**src/rtl/afifo_arb_pkg.sv**
```systemverilog
// Shared types and helpers for the async-FIFO write-side arbiter.
`ifndef DATA_WIDTH
`define DATA_WIDTH 16
`endif

package afifo_arb_pkg;

   typedef enum logic {IDLE, BURST} arb_state_e;

   localparam int CNT_W = 16;

   function automatic logic [CNT_W-1:0] sat_inc(input logic [CNT_W-1:0] v);
      return (&v) ? v : v + 1'b1;
   endfunction

endpackage

```
**src/rtl/afifo_wr_arbiter_if.sv**
```systemverilog
// Producer handshake plus FIFO write port seen by the write-side arbiter.
interface afifo_wr_arbiter_if #(
   parameter int NUM_REQ    = 4,
   parameter int DATA_WIDTH = `DATA_WIDTH
);
   logic [NUM_REQ-1:0]                 req_valid;
   logic [NUM_REQ-1:0][DATA_WIDTH-1:0] req_data;
   logic [NUM_REQ-1:0]                 req_ready;
   logic                               wfull;
   logic                               winc;
   logic [DATA_WIDTH-1:0]              wdata;

   // master drives producers and the FIFO full flag; slave is the arbiter
   modport master (output req_valid, req_data, wfull, input req_ready, winc, wdata);
   modport slave  (input req_valid, req_data, wfull, output req_ready, winc, wdata);
endinterface

```
**src/rtl/afifo_rr_picker.sv**
```systemverilog
// Rotate-priority picker: first valid index at or after rr_ptr, wrapping.
module afifo_rr_picker #(
   parameter int NUM_REQ = 4
) (
   input  logic [NUM_REQ-1:0]         req_valid,
   input  logic [$clog2(NUM_REQ)-1:0] rr_ptr,
   output logic [NUM_REQ-1:0]         sel,
   output logic                       any
);
   localparam int PTR_W = $clog2(NUM_REQ);
   localparam logic [PTR_W:0] NREQ = (PTR_W+1)'(NUM_REQ);

   logic [PTR_W:0] pos;

   // walk from farthest to nearest so the closest valid index wins
   always_comb begin
      sel = '0;
      pos = '0;
      for (int k = NUM_REQ-1; k >= 0; k--) begin
         pos = {1'b0, rr_ptr} + (PTR_W+1)'(k);
         if (pos >= NREQ) pos = pos - NREQ;
         if (req_valid[pos[PTR_W-1:0]]) begin
            sel = '0;
            sel[pos[PTR_W-1:0]] = 1'b1;
         end
      end
   end

   assign any = |req_valid;
endmodule

```
**src/rtl/afifo_wr_arbiter.sv**
```systemverilog
// Round-robin burst arbiter sharing the async FIFO write port among producers.
module afifo_wr_arbiter
   import afifo_arb_pkg::*;
#(
   parameter int NUM_REQ    = 4,
   parameter int DATA_WIDTH = `DATA_WIDTH,
   parameter int MAX_BURST  = 4
) (
   input  logic                 wclk,
   input  logic                 wrst,
   afifo_wr_arbiter_if.slave    bus,
   output logic [NUM_REQ-1:0]   grant,
   output logic                 busy,
   output logic [CNT_W-1:0]     wr_count,
   output logic [CNT_W-1:0]     stall_count
);
   localparam int PTR_W = $clog2(NUM_REQ);
   localparam int BC_W  = $clog2(MAX_BURST+1);
   localparam logic [BC_W-1:0]  LAST_BEAT = BC_W'(MAX_BURST-1);
   localparam logic [PTR_W-1:0] LAST_IDX  = PTR_W'(NUM_REQ-1);

   arb_state_e             state, state_nxt;
   logic [PTR_W-1:0]       rr_ptr, gidx, pick_idx;
   logic [NUM_REQ-1:0]     pick_sel;
   logic                   pick_any;
   logic [BC_W-1:0]        beat_cnt;
   logic                   wfull_q;
   logic                   own_vld, ok, done;
   logic [DATA_WIDTH-1:0]  own_data;

   afifo_rr_picker #(.NUM_REQ(NUM_REQ)) u_pick (
      .req_valid (bus.req_valid),
      .rr_ptr    (rr_ptr),
      .sel       (pick_sel),
      .any       (pick_any)
   );

   always_comb begin
      pick_idx = '0;
      for (int i = 0; i < NUM_REQ; i++)
         if (pick_sel[i]) pick_idx = PTR_W'(i);
   end

   assign own_vld  = bus.req_valid[gidx];
   assign own_data = bus.req_data[gidx];
   // wfull_q covers the cycle after full drops, when the FIFO flag may still lag
   assign ok   = (state == BURST) & own_vld & ~bus.wfull & ~wfull_q & ~wrst;
   assign done = (state == BURST) & (~own_vld | (ok & (beat_cnt == LAST_BEAT)));

   always_ff @(posedge wclk) begin
      if (wrst) state <= IDLE;
      else      state <= state_nxt;
   end

   always_comb begin
      state_nxt = state;
      case (state)
         IDLE:    if (pick_any) state_nxt = BURST;
         BURST:   if (done)     state_nxt = IDLE;
         default: state_nxt = IDLE;
      endcase
   end

   always_comb begin
      busy          = (state == BURST);
      bus.winc      = ok;
      bus.req_ready = '0;
      if (ok) bus.req_ready[gidx] = 1'b1;
      bus.wdata     = ((|grant) && !wrst) ? own_data : '0;
   end

   always_ff @(posedge wclk) begin
      if (wrst) begin
         grant       <= '0;
         gidx        <= '0;
         rr_ptr      <= '0;
         beat_cnt    <= '0;
         wfull_q     <= 1'b0;
         wr_count    <= '0;
         stall_count <= '0;
      end else begin
         wfull_q <= bus.wfull;
         if (state == IDLE && pick_any) begin
            grant    <= pick_sel;
            gidx     <= pick_idx;
            beat_cnt <= '0;
         end else begin
            if (ok) beat_cnt <= beat_cnt + 1'b1;
            if (done) begin
               grant  <= '0;
               rr_ptr <= (gidx == LAST_IDX) ? '0 : gidx + 1'b1;
            end
         end
         if (ok) wr_count <= sat_inc(wr_count);
         if (busy & own_vld & ~ok) stall_count <= sat_inc(stall_count);
      end
   end
endmodule

```
**src/flat_wrapper.sv**
```systemverilog
// flat-port wrapper written by rule: the top's interface ports become plain ports
module afifo_wr_arbiter_flat import afifo_arb_pkg::*;
#(
   parameter int NUM_REQ    = 4,
   parameter int DATA_WIDTH = `DATA_WIDTH,
   parameter int MAX_BURST  = 4
)
  (wclk, wrst, grant, busy, wr_count, stall_count, bus_req_valid, bus_req_data, bus_wfull, bus_req_ready, bus_winc, bus_wdata);
  afifo_wr_arbiter_if #(.NUM_REQ(NUM_REQ), .DATA_WIDTH(DATA_WIDTH)) bus_i ();
  input  logic wclk;
  input  logic wrst;
  output logic [NUM_REQ-1:0] grant;
  output logic busy;
  output logic [CNT_W-1:0] wr_count;
  output logic [CNT_W-1:0] stall_count;
  input wire logic [$bits(bus_i.req_valid)-1:0] bus_req_valid;
  input wire logic [$bits(bus_i.req_data)-1:0] bus_req_data;
  input wire logic [$bits(bus_i.wfull)-1:0] bus_wfull;
  output wire logic [$bits(bus_i.req_ready)-1:0] bus_req_ready;
  output wire logic [$bits(bus_i.winc)-1:0] bus_winc;
  output wire logic [$bits(bus_i.wdata)-1:0] bus_wdata;
  assign bus_i.req_valid = bus_req_valid;
  assign bus_i.req_data = bus_req_data;
  assign bus_i.wfull = bus_wfull;
  assign bus_req_ready = bus_i.req_ready;
  assign bus_winc = bus_i.winc;
  assign bus_wdata = bus_i.wdata;
  afifo_wr_arbiter #(.NUM_REQ(NUM_REQ), .DATA_WIDTH(DATA_WIDTH), .MAX_BURST(MAX_BURST)) u_core (.wclk(wclk), .wrst(wrst), .bus(bus_i), .grant(grant), .busy(busy), .wr_count(wr_count), .stall_count(stall_count));
endmodule
```
**config.mk**
```make
export PLATFORM = sky130hd
export DESIGN_NAME = afifo_wr_arbiter_flat
export DESIGN_NICKNAME = d
export VERILOG_FILES = /design/src/rtl/afifo_arb_pkg.sv /design/src/rtl/afifo_wr_arbiter_if.sv /design/src/rtl/afifo_rr_picker.sv /design/src/rtl/afifo_wr_arbiter.sv /design/src/flat_wrapper.sv
export SDC_FILE = /design/constraint.sdc
export NUM_CORES = 1
export LEC_CHECK = 0
export ABC_AREA = 0
export BUFFER_PORTS_ARGS = -buffer_cell sky130_fd_sc_hd__buf_2
export CAP_MARGIN = 40
export CORE_MARGIN = 1
export CORE_UTILIZATION = 45
export DETAILED_ROUTE_END_ITERATION = 12
export HOLD_SLACK_MARGIN = 0.02
export PLACE_DENSITY = 0.78
export SLEW_MARGIN = 30
export SYNTH_ARGS = -nofsm -noshare
export SYNTH_HDL_FRONTEND = slang
export SYNTH_SLANG_ARGS = --single-unit
export TNS_END_PERCENT = 5
```
**constraint.sdc**
```tcl
create_clock -name wclk -period 2.4 [get_ports wclk]
set_clock_uncertainty 0.15 [all_clocks]
set_input_delay 0.12 -clock wclk [delete_from_list [all_inputs] [get_ports wclk]]
set_output_delay 0.12 -clock wclk [all_outputs]
set_load 0.03 [all_outputs]
```
== Yosys cells after proc, flatten, opt, wreduce, memory -nomap -nowiden ==
Index checks and enable logic that the tools add are counted.
W data, S select, Z words.

* Latch bits: 0
* Memories kept: 0
* Bits in registers: 45
* Input bits: 71
* ROM bits: 0
* Bits in writable memories: 0
* Word-level logic and storage cells: 110
* Output and inout bits: 58

* Add/subtract/negate cells: 11
* $mul: 0
* Reduce and logical (&&, ||, !) cells: 17
* Equal/unequal tests: 2
* Magnitude comparators: 14
* Bitwise logic cells: 17
* Div/mod/pow operators: 0
* Multiplexer cells: 41
* Shift-type cells: 0

{| class="wikitable"
|+ Operators by type and width
! kind !! count
|-
| $add A16 B1 Y16 const B || 2
|-
| $bmux W16 S2 || 1
|-
| $mux W16 || 2
|-
| $reduce_and A16 Y1 || 2
|-
| $mux W4 || 7
|-
| $lt A2 B3 Y1 const B || 5
|-
| $mux W2 || 7
|-
| $mux W1 || 13
|-
| $bmux W1 S2 || 5
|-
| $demux W1 S2 || 5
|-
| $ge A2 B1 Y1 const B || 5
|-
| $ge A3 B3 Y1 const B || 3
|-
| $not A1 Y1 || 9
|-
| $reduce_or A4 Y1 || 2
|-
| $sub A2 B1 Y2 const B || 4
|-
| $and A1 B1 Y1 || 7
|-
| $logic_and A1 B1 Y1 || 7
|-
| $add A2 B2 Y3 const B || 2
|-
| $reduce_and A2 Y1 || 3
|-
| $add A2 B1 Y3 const B || 1
|-
| $add A3 B1 Y3 const B || 1
|-
| $eq A3 B2 Y1 const B || 1
|-
| $ge A2 B3 Y1 const B || 1
|-
| $add A2 B1 Y2 const B || 1
|-
| other kinds (6) || 6
|}

== Logic depth before layout (Yosys ltp) ==
* Depth after elaboration: 14
* Gate-level depth with buffers: 8
* Mapped depth without buffers: 7

== Cells and area by module ==
A second synthesis with hierarchy kept.

* Cell total of the unflattened synthesis: 360
* Area, all modules: 3220.6 sq um

{| class="wikitable"
|+ By module, submodules not included
! module !! times used !! area an instance (sq um) !! seq. area each (sq um) !! cells each
|-
| afifo_wr_arbiter || 1 || 2801.4 || 900.9 || 312
|-
| afifo_rr_picker || 1 || 419.2 || 0.0 || 48
|}

== Least setup slack after synthesis ==
No wires, ideal clock.

* Kind: reg-to-reg
* From: register u_core.rr_ptr[0]
* To: register u_core.gidx[0]
* Slack: -0.098 ns
* Data arrival time: 2.217 ns
* Clock period less this slack: 2.498 ns
* Data required time: 2.119 ns
* Buffers on the path: 1
* Library setup time: 0.131 ns
* Stages on the path, launching flop included: 9
* Cell sequence: dfxtp_1 > clkbuf_1 > inv_1 > ha_1 > mux2_2 > a22oi_1 > o2111ai_1 > a211oi_1 > o22ai_1

* Longest elaborated chain between the ends: 14
* Elaborated cells between the ends (all ways): 50
* Classes of those cells: add/sub (7); order compare (12); mux (27); reduce/logical (4)

{| class="wikitable"
|+ Ends and longest elaborated chain
! item !! line !! source
|-
| start: declaration || afifo_wr_arbiter.sv:23 || <nowiki>logic [PTR_W-1:0] rr_ptr, gidx, pick_idx;</nowiki>
|-
| start signal: assignment || afifo_wr_arbiter.sv:91 || <nowiki>rr_ptr <= (gidx == LAST_IDX) ? '0 : gidx + 1'b1;</nowiki>
|-
| $add A2 B2 Y3 || afifo_rr_picker.sv:20 || <nowiki>pos = {1'b0, rr_ptr} + (PTR_W+1)'(k);</nowiki>
|-
| $ge A3 B3 Y1 or $sub A2 B1 Y2 (tied branches) || afifo_rr_picker.sv:21 || <nowiki>if (pos >= NREQ) pos = pos - NREQ;</nowiki>
|-
| $mux W2 || afifo_rr_picker.sv:21 ||
|-
| $lt A2 B3 Y1 (not written as such) or $ge A2 B1 Y1 (tied branches) || afifo_rr_picker.sv:24 || <nowiki>sel[pos[PTR_W-1:0]] = 1'b1;</nowiki>
|-
| $logic_and A1 B1 Y1 (not written as such) || afifo_rr_picker.sv:24 ||
|-
| $mux W1 (not written as such) || afifo_rr_picker.sv:24 ||
|-
| $demux W1 S2 || afifo_rr_picker.sv:24 ||
|-
| $mux W4 (3 in a row) || afifo_rr_picker.sv:22 || <nowiki>if (req_valid[pos[PTR_W-1:0]]) begin</nowiki>
|-
| $mux W4 (*) || afifo_rr_picker.sv:22 ||
|-
| $mux W1 || afifo_wr_arbiter.sv:41 || <nowiki>if (pick_sel[i]) pick_idx = PTR_W'(i);</nowiki>
|-
| $mux W2 || afifo_wr_arbiter.sv:41 ||
|-
| $mux W2 (*) || afifo_wr_arbiter.sv:41 ||
|-
| end signal: assignment || afifo_wr_arbiter.sv:85 || <nowiki>gidx <= pick_idx;</nowiki>
|-
| end: declaration || afifo_wr_arbiter.sv:23 ||
|}

Mark *: on every way between the ends. The rest lies on a longest branch, timed or not. The select of a mux whose other input is x is not followed.
A chain may end at the register's enable or synchronous reset.

== Final worst setup path ==
* From: register u_core.gidx[0]
* To: output bus_wdata[2]

* Longest elaborated chain between the ends: 3

{| class="wikitable"
|+ Ends and longest elaborated chain
! item !! line !! source
|-
| $bmux W16 S2 || afifo_wr_arbiter.sv:45 || <nowiki>assign own_data = bus.req_data[gidx];</nowiki>
|-
| $mux W16 (not written as such) || afifo_wr_arbiter.sv:45 ||
|-
| $mux W16 || afifo_wr_arbiter.sv:69 || <nowiki>bus.wdata = ((|grant) && !wrst) ? own_data : '0;</nowiki>
|-
| end: declaration || flat_wrapper.sv:21 || <nowiki>output wire logic [$bits(bus_i.wdata)-1:0] bus_wdata;</nowiki>
|}

No other way between the ends. The select of a mux whose other input is x is not followed.

==> reports/summary.md <==
## Setup path
- Arr. time, crit path: 2.02 ns
- Worst Path Max Fanout: 20
- required time at the endpoint of the critical path: 2.13 ns
- CP Cell Sequence: buf_4 > mux4_1 > nor2b_1 > buf_2
- number of cells traversed by the worst register-to-register path: 6
- worst setup path category: reg -> out
- kind of end point of the critical path: output pin
- largest incremental delay on the critical path: 0.65 ns
- worst reg2reg setup slack: 0.21 ns
- crit path launch type: flip-flop
- standard cell with the maximum stage delay on the critical path: sky130_fd_sc_hd__mux4_1

## Run status
- run status: complete, no violations

## Synthesis
- Synth Register Bits: 45
- biggest area contributors in the synthesized netlist: sky130_fd_sc_hd__dfxtp_1 28%, sky130_fd_sc_hd__mux4_2 9.7%, sky130_fd_sc_hd__ha_1 5.8%, sky130_fd_sc_hd__xnor2_1 5.7%, sky130_fd_sc_hd__mux4_1 4.1%
- adder-cell share of the synthesized area: 5.794%
- count of yosys warnings during synthesis: 0
- Synth Net Count: 431
- cell count after synthesis: 345
- simple-gate portion of the synthesized area: 22.75%
- number of synthesized flops with an enable pin: 0
- sequential fraction of the synthesis area: 27.81%
- per-instance average area after synthesis: 9.389 um^2
- main combinational cell family by area after synthesis: simple AND/OR/NAND/NOR gates
- mapped cell area: 0.003239 mm^2
- Compound-Gate Fraction of Synth Area: 15.14%
- post-synthesis share of cell area spent on xor and xnor gates: 5.948%
- number of distinct library cells after synthesis: 52
- primary flip-flop cell chosen by synthesis mapping: sky130_fd_sc_hd__dfxtp_1
- multiplexer share of the synthesized area: 18.04%
- biggest area consumer among synthesized cells: sky130_fd_sc_hd__dfxtp_1
- fraction of synthesized cell area taken by the top area cell type: 27.81%
- fraction of registers with async set/reset: 0%

## CTS
- clock slew at reported path FFs: 0.08 ns
- maximum clock insertion buffer count: 2
- clock tree from TritonCTS: yes
- clock buffers created by TritonCTS: 5
- clk root buf: sky130_fd_sc_hd__clkbuf_8
- # H-tree levels: 2
- setup bufs post-CTS: 0
- CTS sink cnt: 45
- latest clock arrival within the worst-skew pair: 0.30 ns
- # resized after CTS: 0

## Power
- Leak: 1.766 nW
- PwrDens: 590.1 mW/mm^2
- IR Drop Worst-Case VDD: 433.9 uV
- Total Power: 2.436 mW

## STA
- RSZ-0062 raised after global routing: no
- number of endpoints failing setup at the final stage: 0
- maximum clock frequency: 0.4369 GHz
- fraction of the cycle the final worst path needs: 95.38%
- aggregate negative setup slack: 0 ns
- slew of the pin with the lowest slew margin: 0.5412 ns
- final period demand of the worst path: 2.289 ns
- number of hold-slack violations in the final timing report: 0
- final slew viol count: 0
- worst rel slew slack: 63.92%

## GRT
- total global routing overflow: 0
- wire length of the first global-routing pass: 14560 um
- antenna violations before repair: 0
- via count of the first global-routing pass: 2948
- maximum number of pins on one net before global-route repair: 36
- GRT Resource Usage Total: 24.66%

## Final layout
- fraction of layout instances using a drive strength above 1: 38.11%
- antenna diode instance count: 0
- area added between synthesis and finish: 27.42%
- Post-layout nets: 560

## Placement
- half-perimeter wire length after placement: 7180 um
- routability congestion estimate from global placement: 0.9573
- count of buffers inserted at the top-level ports: 128

## Floorplan
- ports placed on the boundary: 129
- initial cell density of the core: 47.16%
- Die W: 86.85 um
- area of the die: 0.007542 mm^2
- Core ar.: 0.006869 mm^2
- Core Rows: 30
- height of the die: 86.85 um

## Job
- max-cap violations: 0

## Route
- residual DRC count: 0
- number of nets with antenna violations after detailed routing: 0
- total wirelength of the detailed-routed design: 9154 um
- post-DR vias/cell: 5.552
- number of detailed-routing iterations run before antenna repair: 4
- average detailed-routed wire length per instance: 16.03 um
- DR iter-0 viols: 153
- total vias in the final route: 3170

## Min path
- Min-Delay Path Depth: 3
- worst hold path class: in -> reg

==> cells in the mapped netlist (2+ instances only) <==
cell type	instances
sky130_fd_sc_hd__dfxtp_1	45
sky130_fd_sc_hd__nor2_1	35
sky130_fd_sc_hd__nor2b_1	21
sky130_fd_sc_hd__xnor2_1	21
sky130_fd_sc_hd__nand3_1	17
sky130_fd_sc_hd__a21oi_1	16
sky130_fd_sc_hd__ha_1	15
sky130_fd_sc_hd__mux4_2	14
sky130_fd_sc_hd__nand2_1	14
sky130_fd_sc_hd__clkbuf_1	13
sky130_fd_sc_hd__inv_1	13
sky130_fd_sc_hd__a211oi_1	11
sky130_fd_sc_hd__and2_1	9
sky130_fd_sc_hd__mux2i_1	7
sky130_fd_sc_hd__nor3_1	7
sky130_fd_sc_hd__and3_1	6
sky130_fd_sc_hd__and4_1	6
sky130_fd_sc_hd__nand4_1	6
sky130_fd_sc_hd__buf_2	5
sky130_fd_sc_hd__mux2_2	5
sky130_fd_sc_hd__mux4_1	5
sky130_fd_sc_hd__o21ai_0	5
sky130_fd_sc_hd__nor4_1	4
sky130_fd_sc_hd__or3_1	4
sky130_fd_sc_hd__a2111oi_2	3
sky130_fd_sc_hd__a22oi_1	3
sky130_fd_sc_hd__o2111ai_1	3
sky130_fd_sc_hd__o211a_1	3
sky130_fd_sc_hd__a311oi_1	2
sky130_fd_sc_hd__a31o_2	2
sky130_fd_sc_hd__nand2b_1	2
sky130_fd_sc_hd__o211ai_1	2
sky130_fd_sc_hd__o22ai_1	2
==> power breakdown <==
group / leakage [nW] / switching (mW) / internal, mW
sequential: 0.365 / 0.0375 / 0.784
combinational: 1.35 / 0.620 / 0.474
clock: 0.0542 / 0.260 / 0.261
total: 1.77 / 0.918 / 1.52
==> kinds of logic (layout without fill, tap and decap cells) <==
group / count (synthesis) / after routing
compound gates: 61 / 61
xor+xnor: 22 / 22
fa+ha+maj: 15 / 15
buf+inv: 34 / 164
flops: 45 / 45
mux: 32 / 32
simple gates: 136 / 136
==> path summary, 6_finish.rpt <==
kind                             to                   from
max reg2reg  u_core.stall_count[15]  u_core.stall_count[0]
min                 u_core.grant[1]                   wrst
max                    bus_wdata[2]         u_core.gidx[0]
min reg2reg         u_core.grant[1]        u_core.grant[1]
==> placed cells by master, fill, tap and decap left out, types with 2 or more instances in the layout <==
master                        n
sky130_fd_sc_hd__a2111oi_2    3
sky130_fd_sc_hd__a211oi_1    11
sky130_fd_sc_hd__a21oi_1     16
sky130_fd_sc_hd__a22oi_1      3
sky130_fd_sc_hd__a311oi_1     2
sky130_fd_sc_hd__a31o_2       2
sky130_fd_sc_hd__and2_1       9
sky130_fd_sc_hd__and3_1       6
sky130_fd_sc_hd__and4_1       6
sky130_fd_sc_hd__buf_2      128
sky130_fd_sc_hd__buf_4       12
sky130_fd_sc_hd__clkbuf_8     7
sky130_fd_sc_hd__dfxtp_1     45
sky130_fd_sc_hd__ha_1        15
sky130_fd_sc_hd__inv_1       13
sky130_fd_sc_hd__mux2_2       5
sky130_fd_sc_hd__mux2i_1      7
sky130_fd_sc_hd__mux4_1       5
sky130_fd_sc_hd__mux4_2      14
sky130_fd_sc_hd__nand2_1     14
sky130_fd_sc_hd__nand2b_1     2
sky130_fd_sc_hd__nand3_1     17
sky130_fd_sc_hd__nand4_1      6
sky130_fd_sc_hd__nor2_1      35
sky130_fd_sc_hd__nor2b_1     21
sky130_fd_sc_hd__nor3_1       7
sky130_fd_sc_hd__nor4_1       4
sky130_fd_sc_hd__o2111ai_1    3
sky130_fd_sc_hd__o211a_1      3
sky130_fd_sc_hd__o211ai_1     2
sky130_fd_sc_hd__o21ai_0      5
sky130_fd_sc_hd__o22ai_1      2
sky130_fd_sc_hd__or3_1        4
sky130_fd_sc_hd__xnor2_1     21
==> flip-flops by register name, indices dropped and copies added, names as in the netlist <==
name and flops:
u_core.beat_cnt 3, u_core.busy 1, u_core.gidx 2, u_core.grant 4, u_core.rr_ptr 2, u_core.stall_count 16
u_core.wfull_q 1, u_core.wr_count 16
==> layout make-up <==
class	instances	area, um^2
Sequential cell	45	900.9
Tap cell	96	120.1
Fill cell	639	2741
Clock buffer	7	96.34
Timing Repair Buffer	142	748.2
Clock inverter	1	5.005
Multi-Input combinational cell	266	2200
Inverter	14	57.56
==> worst max-delay path, delay by kind of cell, from the launching register on <==
| family | cells | cell delay (ns) |
|---|---|---|
| buffers and inverters | 2 | 0.52 |
| and+or+nand+nor | 1 | 0.17 |
| muxes | 1 | 0.65 |
| DFF | 1 | 0.37 |
==> per-layer routing <==
metal,vias to the layer above,global-route usage [%],part of all wire (%)
li1,1539,-,-
met1,1536,32.48,46
met2,81,41.59,49
met3,14,4.952,3.8
met4,0,5.606,1.1
met5,-,0,0
==> stage by stage <==
step,area [um^2],hold slack (ns),worst slack [ns],instances,utilization (%)
after global routing,4128,0.08297,0.009254,571,60.09
after global placement,4009,0.2188,0.3252,561,58.36
after floorplan,3241,0.09818,0.02512,345,-
after CTS,4120,0.06266,0.1135,570,59.98
after detailed placement,4009,0.2367,0.2284,561,58.36
final,4128,0.06882,0.1109,571,60.09
==> repair_timing <==
| item | in CTS | in global routing |
|---|---|---|
| hold buffers | 1 | 0 |
| hold endpoints to repair | 1 | 0 |
| endpoints found under the setup margin | 0 | 0 |
No activity file was read; power rests on OpenSTA's default activity.
